File: config.mk
export PLATFORM = sky130hd
export DESIGN_NAME = fdt_search
export DESIGN_NICKNAME = d
export VERILOG_FILES = /design/src/rtl/fdt_search.sv
export SDC_FILE = /design/constraint.sdc
export NUM_CORES = 1
export LEC_CHECK = 0
export ABC_AREA = 0
export BUFFER_PORTS_ARGS = -buffer_cell sky130_fd_sc_hd__buf_2
export CAP_MARGIN = 10
export CORE_MARGIN = 2
export CORE_UTILIZATION = 60
export DETAILED_ROUTE_END_ITERATION = 12
export PLACE_DENSITY = 0.78
export SYNTH_ARGS = -nofsm -noshare
export SYNTH_HDL_FRONTEND = slang
export SYNTH_SLANG_ARGS = --single-unit
File: constraint.sdc
create_clock -name clk -period 24.4 [get_ports clk]
set_clock_uncertainty 0.2 [all_clocks]
set_input_delay 0 -clock clk [delete_from_list [all_inputs] [get_ports clk]]
set_output_delay 0 -clock clk [all_outputs]
set_load 0.02 [all_outputs]
File: src/rtl/fdt_search.sv
// rtl/fdt_search.sv - free-line search over per-size full vectors with one-outstanding alloc tracking
module fdt_search #(
  parameter int TIMEOUT_CYCLES      = 255,
  parameter int REQ_ID_WIDTH        = 8,
  parameter int REQ_SIZE_TYPE_WIDTH = 2,
  parameter int AT_TREE_INDEX_WIDTH = 6,
  parameter int FDT_INDEX_WIDTH     = 6,
  parameter int FDT_BIT_WIDTH       = 4
) (
  input  logic                           clk,
  input  logic                           rst,
  input  logic                           req_valid,
  output logic                           req_ready,
  input  logic [REQ_ID_WIDTH-1:0]        req_id,
  input  logic [REQ_SIZE_TYPE_WIDTH-1:0] req_size,
  input  logic [REQ_SIZE_TYPE_WIDTH-1:0] req_origin_size,
  output logic                           alloc_valid_fdt_out,
  output logic [REQ_ID_WIDTH-1:0]        alloc_id_fdt_out,
  output logic [AT_TREE_INDEX_WIDTH-1:0] alloc_pos_fdt_out,
  output logic [REQ_SIZE_TYPE_WIDTH-1:0] alloc_size_fdt_out,
  output logic [REQ_SIZE_TYPE_WIDTH-1:0] alloc_origin_size_fdt_out,
  output logic                           alloc_fail_valid,
  output logic [REQ_ID_WIDTH-1:0]        alloc_fail_id,
  input  logic                           fdt_update_valid,
  input  logic [FDT_INDEX_WIDTH-1:0]     fdt_update_idx,
  input  logic [FDT_BIT_WIDTH-1:0]       fdt_update_bit_sequence,
  input  logic                           ort_alloc_done,
  output logic                           timeout_err
);

  // Size class codes (512B, 1K, 2K, 4K) index the full vectors directly.
  localparam int ROWS  = 1 << FDT_INDEX_WIDTH;
  localparam int CNT_W = (TIMEOUT_CYCLES > 2) ? $clog2(TIMEOUT_CYCLES) : 1;

  localparam logic [1:0] ST_IDLE   = 2'd0;
  localparam logic [1:0] ST_SEARCH = 2'd1;
  localparam logic [1:0] ST_WAIT   = 2'd2;

  logic [1:0]                     state_q, state_d;
  logic [ROWS-1:0]                full_q [FDT_BIT_WIDTH];
  logic [ROWS-1:0]                full_d [FDT_BIT_WIDTH];
  logic [CNT_W-1:0]               wait_cnt_q, wait_cnt_d;
  logic [REQ_ID_WIDTH-1:0]        req_id_q, req_id_d;
  logic [REQ_SIZE_TYPE_WIDTH-1:0] req_size_q, req_size_d;
  logic [REQ_SIZE_TYPE_WIDTH-1:0] req_origin_q, req_origin_d;

  logic                           req_ready_q, req_ready_d;
  logic                           alloc_valid_q, alloc_valid_d;
  logic [REQ_ID_WIDTH-1:0]        alloc_id_q, alloc_id_d;
  logic [AT_TREE_INDEX_WIDTH-1:0] alloc_pos_q, alloc_pos_d;
  logic [REQ_SIZE_TYPE_WIDTH-1:0] alloc_size_q, alloc_size_d;
  logic [REQ_SIZE_TYPE_WIDTH-1:0] alloc_origin_q, alloc_origin_d;
  logic                           fail_valid_q, fail_valid_d;
  logic [REQ_ID_WIDTH-1:0]        fail_id_q, fail_id_d;
  logic                           timeout_q, timeout_d;

  logic                           free_found;
  logic [AT_TREE_INDEX_WIDTH-1:0] free_pos;

  // Row-full updates from and_tree apply in every state and only touch one row.
  always_comb begin
    for (int k = 0; k < FDT_BIT_WIDTH; k++) begin
      full_d[k] = full_q[k];
      if (fdt_update_valid) begin
        full_d[k][fdt_update_idx] = fdt_update_bit_sequence[k];
      end
    end
  end

  // Lowest-index free line of the captured size class, from the registered vector only.
  always_comb begin
    free_found = 1'b0;
    free_pos   = '0;
    for (int r = ROWS - 1; r >= 0; r--) begin
      if (!full_q[req_size_q][r]) begin
        free_found = 1'b1;
        free_pos   = AT_TREE_INDEX_WIDTH'(r);
      end
    end
  end

  // Control FSM: capture in IDLE, single-cycle SEARCH, WAIT for or_tree completion or timeout.
  always_comb begin
    state_d        = state_q;
    wait_cnt_d     = wait_cnt_q;
    req_id_d       = req_id_q;
    req_size_d     = req_size_q;
    req_origin_d   = req_origin_q;
    alloc_valid_d  = 1'b0;
    alloc_id_d     = alloc_id_q;
    alloc_pos_d    = alloc_pos_q;
    alloc_size_d   = alloc_size_q;
    alloc_origin_d = alloc_origin_q;
    fail_valid_d   = 1'b0;
    fail_id_d      = fail_id_q;
    timeout_d      = timeout_q;

    case (state_q)
      ST_IDLE: begin
        if (req_valid && req_ready_q) begin
          req_id_d     = req_id;
          req_size_d   = req_size;
          req_origin_d = req_origin_size;
          state_d      = ST_SEARCH;
        end
      end
      ST_SEARCH: begin
        if (free_found) begin
          alloc_valid_d  = 1'b1;
          alloc_id_d     = req_id_q;
          alloc_pos_d    = free_pos;
          alloc_size_d   = req_size_q;
          alloc_origin_d = req_origin_q;
          wait_cnt_d     = '0;
          state_d        = ST_WAIT;
        end else begin
          fail_valid_d = 1'b1;
          fail_id_d    = req_id_q;
          state_d      = ST_IDLE;
        end
      end
      ST_WAIT: begin
        // Completion wins over a coinciding expiry and leaves the error flag alone.
        if (ort_alloc_done) begin
          state_d = ST_IDLE;
        end else if (wait_cnt_q == CNT_W'(TIMEOUT_CYCLES - 1)) begin
          timeout_d = 1'b1;
          state_d   = ST_IDLE;
        end else begin
          wait_cnt_d = wait_cnt_q + 1'b1;
        end
      end
      default: state_d = ST_IDLE;
    endcase

    req_ready_d = (state_d == ST_IDLE);
  end

  // State, vectors and registered outputs; reset drops any outstanding request.
  always_ff @(posedge clk or posedge rst) begin
    if (rst) begin
      state_q        <= ST_IDLE;
      full_q         <= '{default: '0};
      wait_cnt_q     <= '0;
      req_id_q       <= '0;
      req_size_q     <= '0;
      req_origin_q   <= '0;
      req_ready_q    <= 1'b0;
      alloc_valid_q  <= 1'b0;
      alloc_id_q     <= '0;
      alloc_pos_q    <= '0;
      alloc_size_q   <= '0;
      alloc_origin_q <= '0;
      fail_valid_q   <= 1'b0;
      fail_id_q      <= '0;
      timeout_q      <= 1'b0;
    end else begin
      state_q        <= state_d;
      full_q         <= full_d;
      wait_cnt_q     <= wait_cnt_d;
      req_id_q       <= req_id_d;
      req_size_q     <= req_size_d;
      req_origin_q   <= req_origin_d;
      req_ready_q    <= req_ready_d;
      alloc_valid_q  <= alloc_valid_d;
      alloc_id_q     <= alloc_id_d;
      alloc_pos_q    <= alloc_pos_d;
      alloc_size_q   <= alloc_size_d;
      alloc_origin_q <= alloc_origin_d;
      fail_valid_q   <= fail_valid_d;
      fail_id_q      <= fail_id_d;
      timeout_q      <= timeout_d;
    end
  end

  assign req_ready                 = req_ready_q;
  assign alloc_valid_fdt_out       = alloc_valid_q;
  assign alloc_id_fdt_out          = alloc_id_q;
  assign alloc_pos_fdt_out         = alloc_pos_q;
  assign alloc_size_fdt_out        = alloc_size_q;
  assign alloc_origin_size_fdt_out = alloc_origin_q;
  assign alloc_fail_valid          = fail_valid_q;
  assign alloc_fail_id             = fail_id_q;
  assign timeout_err               = timeout_q;

endmodule
== After elaboration in Yosys (flattened, before gate mapping) ==
Cells that the tools add are included.

* Register bits: 308
* Bits in latches: 0
* Bits in writable memories: 0
* Memory bits (read-only): 0
* Input port bits: 27
* Output and inout bits: 30
* Word-level logic and storage cells: 191
* Memories kept: 0

* $add $sub $neg: 1
* $mul: 0
* Div/mod/pow operators: 0
* Order comparisons: 3
* Equality and inequality tests: 6
* Shift operators: 0
* Mux-type cells: 150
* Bitwise logic cells: 3
* Reduce and logical (&&, ||, !) cells: 10

{| class="wikitable"
|+ Operators by type and width
! cell !! number
|-
| $mux W6 || 64
|-
| $bwmux W64 || 4
|-
| $bmux W64 S2 || 1
|-
| $mux W64 || 2
|-
| $mux W1 || 69
|-
| $mux W8 || 3
|-
| $pmux W8 S2 || 1
|-
| $add A8 B1 Y8 const B || 1
|-
| $eq A8 B8 Y1 const B || 1
|-
| $mux W2 || 4
|-
| $lt A6 B7 Y1 const B || 1
|-
| $demux W1 S6 || 1
|-
| $ge A6 B1 Y1 const B || 1
|-
| $ne A2 B2 Y1 const B || 3
|-
| $pmux W2 S3 || 1
|-
| $reduce_and A2 Y1 || 3
|-
| $logic_not A2 Y1 || 2
|-
| $reduce_and A4 Y1 || 1
|-
| $ge A3 B3 Y1 const B || 1
|-
| $not A2 Y3 || 1
|-
| $reduce_and A3 Y1 || 1
|-
| $eq A2 B1 Y1 const B || 1
|-
| $eq A2 B2 Y1 const B || 1
|-
| $logic_and A1 B1 Y1 || 2
|-
| other kinds (2) || 3
|}

== Logic depth before layout (Yosys ltp) ==
* Depth in word-level cells: 71
* Gate-level depth with buffers: 11
* Depth with buffers taken out: 8

== Least setup slack after synthesis ==
OpenSTA, ideal clock, no wires.

* Path kind: register -> register
* Start: register req_size_q[0]
* End: register alloc_id_q[7] (netlist: alloc_id_fdt_out[7])
* Setup time: 125 ps
* Arrival: 2521 ps
* Data required time: 24075 ps
* Slack: 21555 ps
* Stages on the path, launching flop included: 11
* Buffers on the path: 4
* Clock period less this slack: 2845 ps
* Cells stage by stage: dfrtp_1 > buf_6 > buf_12 > buf_12 > mux4_1 > nand4_2 > nor4_4 > nand2_2 > o21ai_4 > buf_6 > mux2_2

* Word-level cells in the longest chain between the ends: 69

{| class="wikitable"
|+ Ends and longest elaborated chain
! item !! line !! source
|-
| start: declaration || 44 || <nowiki>logic [REQ_SIZE_TYPE_WIDTH-1:0] req_size_q, req_size_d;</nowiki>
|-
| start signal: assignment || 162 || <nowiki>req_size_q <= req_size_d;</nowiki>
|-
| $not A2 Y3 (implied by the code) (*) || 75 || <nowiki>if (!full_q[req_size_q][r]) begin</nowiki>
|-
| $bmux W64 S2 (*) || 75 ||
|-
| $mux W64 (implied by the code) (*) (2 in series) || 75 ||
|-
| $mux W1 (63 in series) || 75 ||
|-
| $mux W1 (*) || 75 ||
|-
| $reduce_and A2 Y1 (no source line) (*) || -- ||
|-
| end signal: assignment || 166 || <nowiki>alloc_id_q <= alloc_id_d;</nowiki>
|-
| end: declaration || 49 || <nowiki>logic [REQ_ID_WIDTH-1:0] alloc_id_q, alloc_id_d;</nowiki>
|}

Every way passes the cells marked *; elsewhere a longest branch is shown, timed or not. The select of a mux whose other input is x is not followed.
A chain may end at the register's enable or synchronous reset.

== Worst setup path in the final report ==
* Start: register req_size_q[0]
* End: register alloc_pos_q[0] (netlist: alloc_pos_fdt_out[0])

* Word-level cells in the longest chain between the ends: 69
* Elaborated cells between the ends (all ways): 133
* Those cells by class: mux: 131; bitwise: 1; reduce/logical: 1

{| class="wikitable"
|+ Ends and longest elaborated chain
! item !! line !! source
|-
| $not A2 Y3 (implied by the code) (*) || 75 ||
|-
| $bmux W64 S2 (*) || 75 ||
|-
| $mux W64 (implied by the code) (*) (2 in series) || 75 ||
|-
| $mux W1 (64 in series) || 75 ||
|-
| $reduce_and A2 Y1 (no source line) || -- ||
|-
| end signal: assignment || 167 || <nowiki>alloc_pos_q <= alloc_pos_d;</nowiki>
|-
| end: declaration || 50 || <nowiki>logic [AT_TREE_INDEX_WIDTH-1:0] alloc_pos_q, alloc_pos_d;</nowiki>
|}

Marked as above.

==> results.ini <==
[sta]
max_clock_freq_ghz = 0.231
fin_crit_sh = 0.177
worstMarginPinSlew_ns = 1.18
finalSetupTns_ns = 0
report.final.hold_viol_count = 0
grt_setup_unrepaired = no
period_minus_slack_ns = 4.32
final_max_slew_viol_count = 0
timing.max_slew.rel_slack = 0.211
setup_viol_count_final = 0

[global_route]
first_global_vias = 9466
grtUsageTotal = 0.263
largest_net_degree_at_the_start_of_global_routing = 147
grt_pass1_wl_mm = 52.4
antenna_violations_before_repair = 0
grt_overflow = 0

[critical_path]
path_cells = buf_4 > mux4_2 > nand4_1 > nor4_2 > nand2_2 > o21ai_4 > inv_4 > o211a_1 > a211o_1
crit-reg2reg-capture = alloc_pos_fdt_out[0]$_DFFE_PP0P_
worst_r2r_startpoint = req_size_q[0]$_DFFE_PP0P_
r2r.worst_path.cells = 9
crit_path_end_kind = flip-flop
worstSetupPathType = flip-flop to flip-flop
timing.critical_path.arrival_ns = 4.51
crit_path_end = alloc_pos_fdt_out[0]$_DFFE_PP0P_
cp-startpoint = req_size_q[0]$_DFFE_PP0P_
critPathLaunchType = flip-flop
wp_data_required_ns = 24.58
path_max_fanout = 36
critical_path.max_stage_delay_ns = 0.92
cp_slowest_cell = dfrtp_4
ff2ff_setup_slack_ns = 20.08

[synth]
synth_seq_area_share = 0.535
yosys_register_bits = 308
synth_commonest_cells = 308 x dfrtp_1, 288 x mux2_2, 73 x nand2_1
synth_enable_flop_cells = 0
most_common_cell_in_the_synthesized_netlist = dfrtp_1
synth.largest_area_cell = dfrtp_1
synth.top_cells.by_area = dfrtp_1 53%, mux2_2 23%, mux4_2 9.5%, nand2_1 1.9%, nor2_1 1.3%
netlist_instances = 1010
synth_ff_type = dfrtp_1
synth_area_per_cell_um2 = 14.3
yosys.cell_types.count = 59
ys.warnings.count = 0
async_sr_flop_fraction = 1.00
syn-cell-area_um2 = 14400
yosysTopAreaCellShare = 0.535
synthesis.nets = 1039

[clocking]
tritoncts = done
buffer_levels_on_the_longest_clock_path = 3
worstSkewPairLatency_ns = 0.50
cts-resized-gates = 0
clk_pin_slew_ns = 0.06
clock-sinks = 308
postCtsSetupBuffers = 0
tritoncts.num_buffers = 34
clockRootBuffer = clkbuf_16
htree_num_levels = 2

[placed_design]
port_buffer_count = 56
place_congestion = 0.848
place_inst = 1340
dp_hpwl_mm = 18.7

[outcome]
run_status = finished clean

[power_and_ir_drop]
total_leakage_power_nw = 7.35
total_power_consumption_mw = 1.55
power_density_nw_per_um2 = 95.5
pwr-share-seq = 0.428
power.share.switching = 0.295
power.share.combinational = 0.256
worst_ir_drop_vdd_mv = 0.0982
p_sw_uw = 457
internal_power_mw = 1.09
clock_power_share = 0.317

[final_layout]
post_layout_nonfiller_instances = 1424
diodes = 0
finish.net_count = 1116
drive_above_1_share = 0.440
area_overhead_vs_synth_pct = 12.6

[floorplanning]
num_io_pins = 57
design.die.area_um2 = 25300
die_width_um = 159
die-height_um = 159
starting_density = 0.612
placementRows = 56
placeableCoreArea_um2 = 23500

[drt]
drtIter0Drc = 603
detail_route.drc_violations = 0
vias_per_cell = 6.21
wl_per_cell_um = 22.5
dr.pass1.iters = 5
ant_nets = 0
via_count = 8847
drt_wl_total_mm = 32.0

[flow_run]
drv_cap = 0

[worst_hold_path]
timing.hold.worst.class = input pin to flip-flop

==> cell families (layout without fill, tap and decap cells) <==
kind of cell / after synthesis / count (layout) / share of synthesized area
and+or+nand+nor: 220 / 220 / 0.0803
DFF: 308 / 308 / 0.535
buffers and inverters: 62 / 157 / 0.0248
adders and majority gates: 2 / 2 / 0.00174
muxes: 353 / 353 / 0.327
xor gates and xnor gates: 5 / 5 / 0.00304
AOI/OAI and AO/OA: 60 / 60 / 0.0281
==> worst max-delay path, delay by kind of cell, from the launching register on <==
kind            cells  cell delay [ns]
compound gates      3             0.99
buf+inv             2             0.83
flops               1             0.92
simple gates        3             0.81
mux                 1             0.38
==> layout make-up <==
class | count | area (um2)
tap | 319 | 399
clock buffer | 50 | 1010
sequential | 308 | 7710
timing repair buffer | 94 | 641
inverter | 9 | 43.8
clock inverter | 4 | 48.8
fill | 1580 | 7320
multi-input combinational | 640 | 6370
==> per-layer routing <==
| metal | global-route usage | wire length [um] | vias to the layer above |
|---|---|---|---|
| met5 | 0 | 0 | - |
| met4 | 0.0748 | 748 | 0 |
| met3 | 0.0458 | 1690 | 56 |
| met2 | 0.428 | 15500 | 219 |
| met1 | 0.373 | 14100 | 4685 |
| li1 | - | - | 3887 |
==> per-stage QoR <==
step | hold WS, ns | instance area [um2] | util | setup slack (ns)
final | 0.0297 | 16200 | 0.689 | 20.08
after global routing | 0.0768 | 16200 | 0.689 | 19.67
after CTS | 0.0225 | 16200 | 0.689 | 19.99
after detailed placement | 0.0352 | 14900 | 0.631 | 20.01
after global placement | 0.0335 | 14900 | 0.631 | 20.11
after floorplan | -0.0483 | 14400 | - | 15.68
==> power by group through the flow <==
stage	logic [mW]	clock network (mW)	registers, mW
final	0.396	0.490	0.662
after global routing	0.427	0.518	0.675
after CTS	0.397	0.496	0.662
after detailed placement	0.375	0	0.669
after global placement	0.367	0	0.666
after floorplan	0.313	0	0.653
==> state kept, by name (all words and copies together), names as in the netlist <==
register and count:
alloc_fail_id 8, alloc_fail_valid 1, alloc_id_fdt_out 8, alloc_origin_size_fdt_out 2
alloc_pos_fdt_out 6, alloc_size_fdt_out 2, alloc_valid_fdt_out 1, full_q 256
req_id_q 8, req_origin_q 2, req_ready 1, req_size_q 2
state_q 2, timeout_err 1, wait_cnt_q 8
==> what timing repair did <==
item                                    4_1_cts  5_1_grt
hold endpoints to repair                    198        0
hold buffers                                 30        0
endpoints found under the setup margin        0        0
==> layout by cell type, fill, tap and decap left out, types with 5 or more instances in the layout <==
cell type,instances
nand3_1,8
dlygate4sd3_1,30
clkbuf_8,8
clkbuf_16,35
nor2b_1,5
inv_1,7
buf_4,8
clkbuf_1,7
nor2_1,51
nand4_1,23
a21oi_1,15
o21ai_0,10
a211oi_1,5
nor3b_1,6
mux2_2,288
mux4_2,61
o211ai_1,5
nand2_1,73
nand2b_1,9
a31oi_1,5
buf_2,56
dfrtp_1,306
==> worst min path at each step <==
stage	start	end	slack, ns	depth (start not counted)
finish	fdt_update_valid	full_q[162]$_DFFE_PP0P_	0.03	4
global route	fdt_update_valid	full_q[35]$_DFFE_PP0P_	0.08	4
CTS	fdt_update_valid	full_q[162]$_DFFE_PP0P_	0.02	4
detailed placement	req_id[1]	req_id_q[1]$_DFFE_PP0P_	0.04	2
global placement	req_origin_size[0]	req_origin_q[0]$_DFFE_PP0P_	0.03	2
floorplan	req_id[3]	req_id_q[3]$_DFFE_PP0P_	-0.05	1
Power figures use the tool's default switching activity.
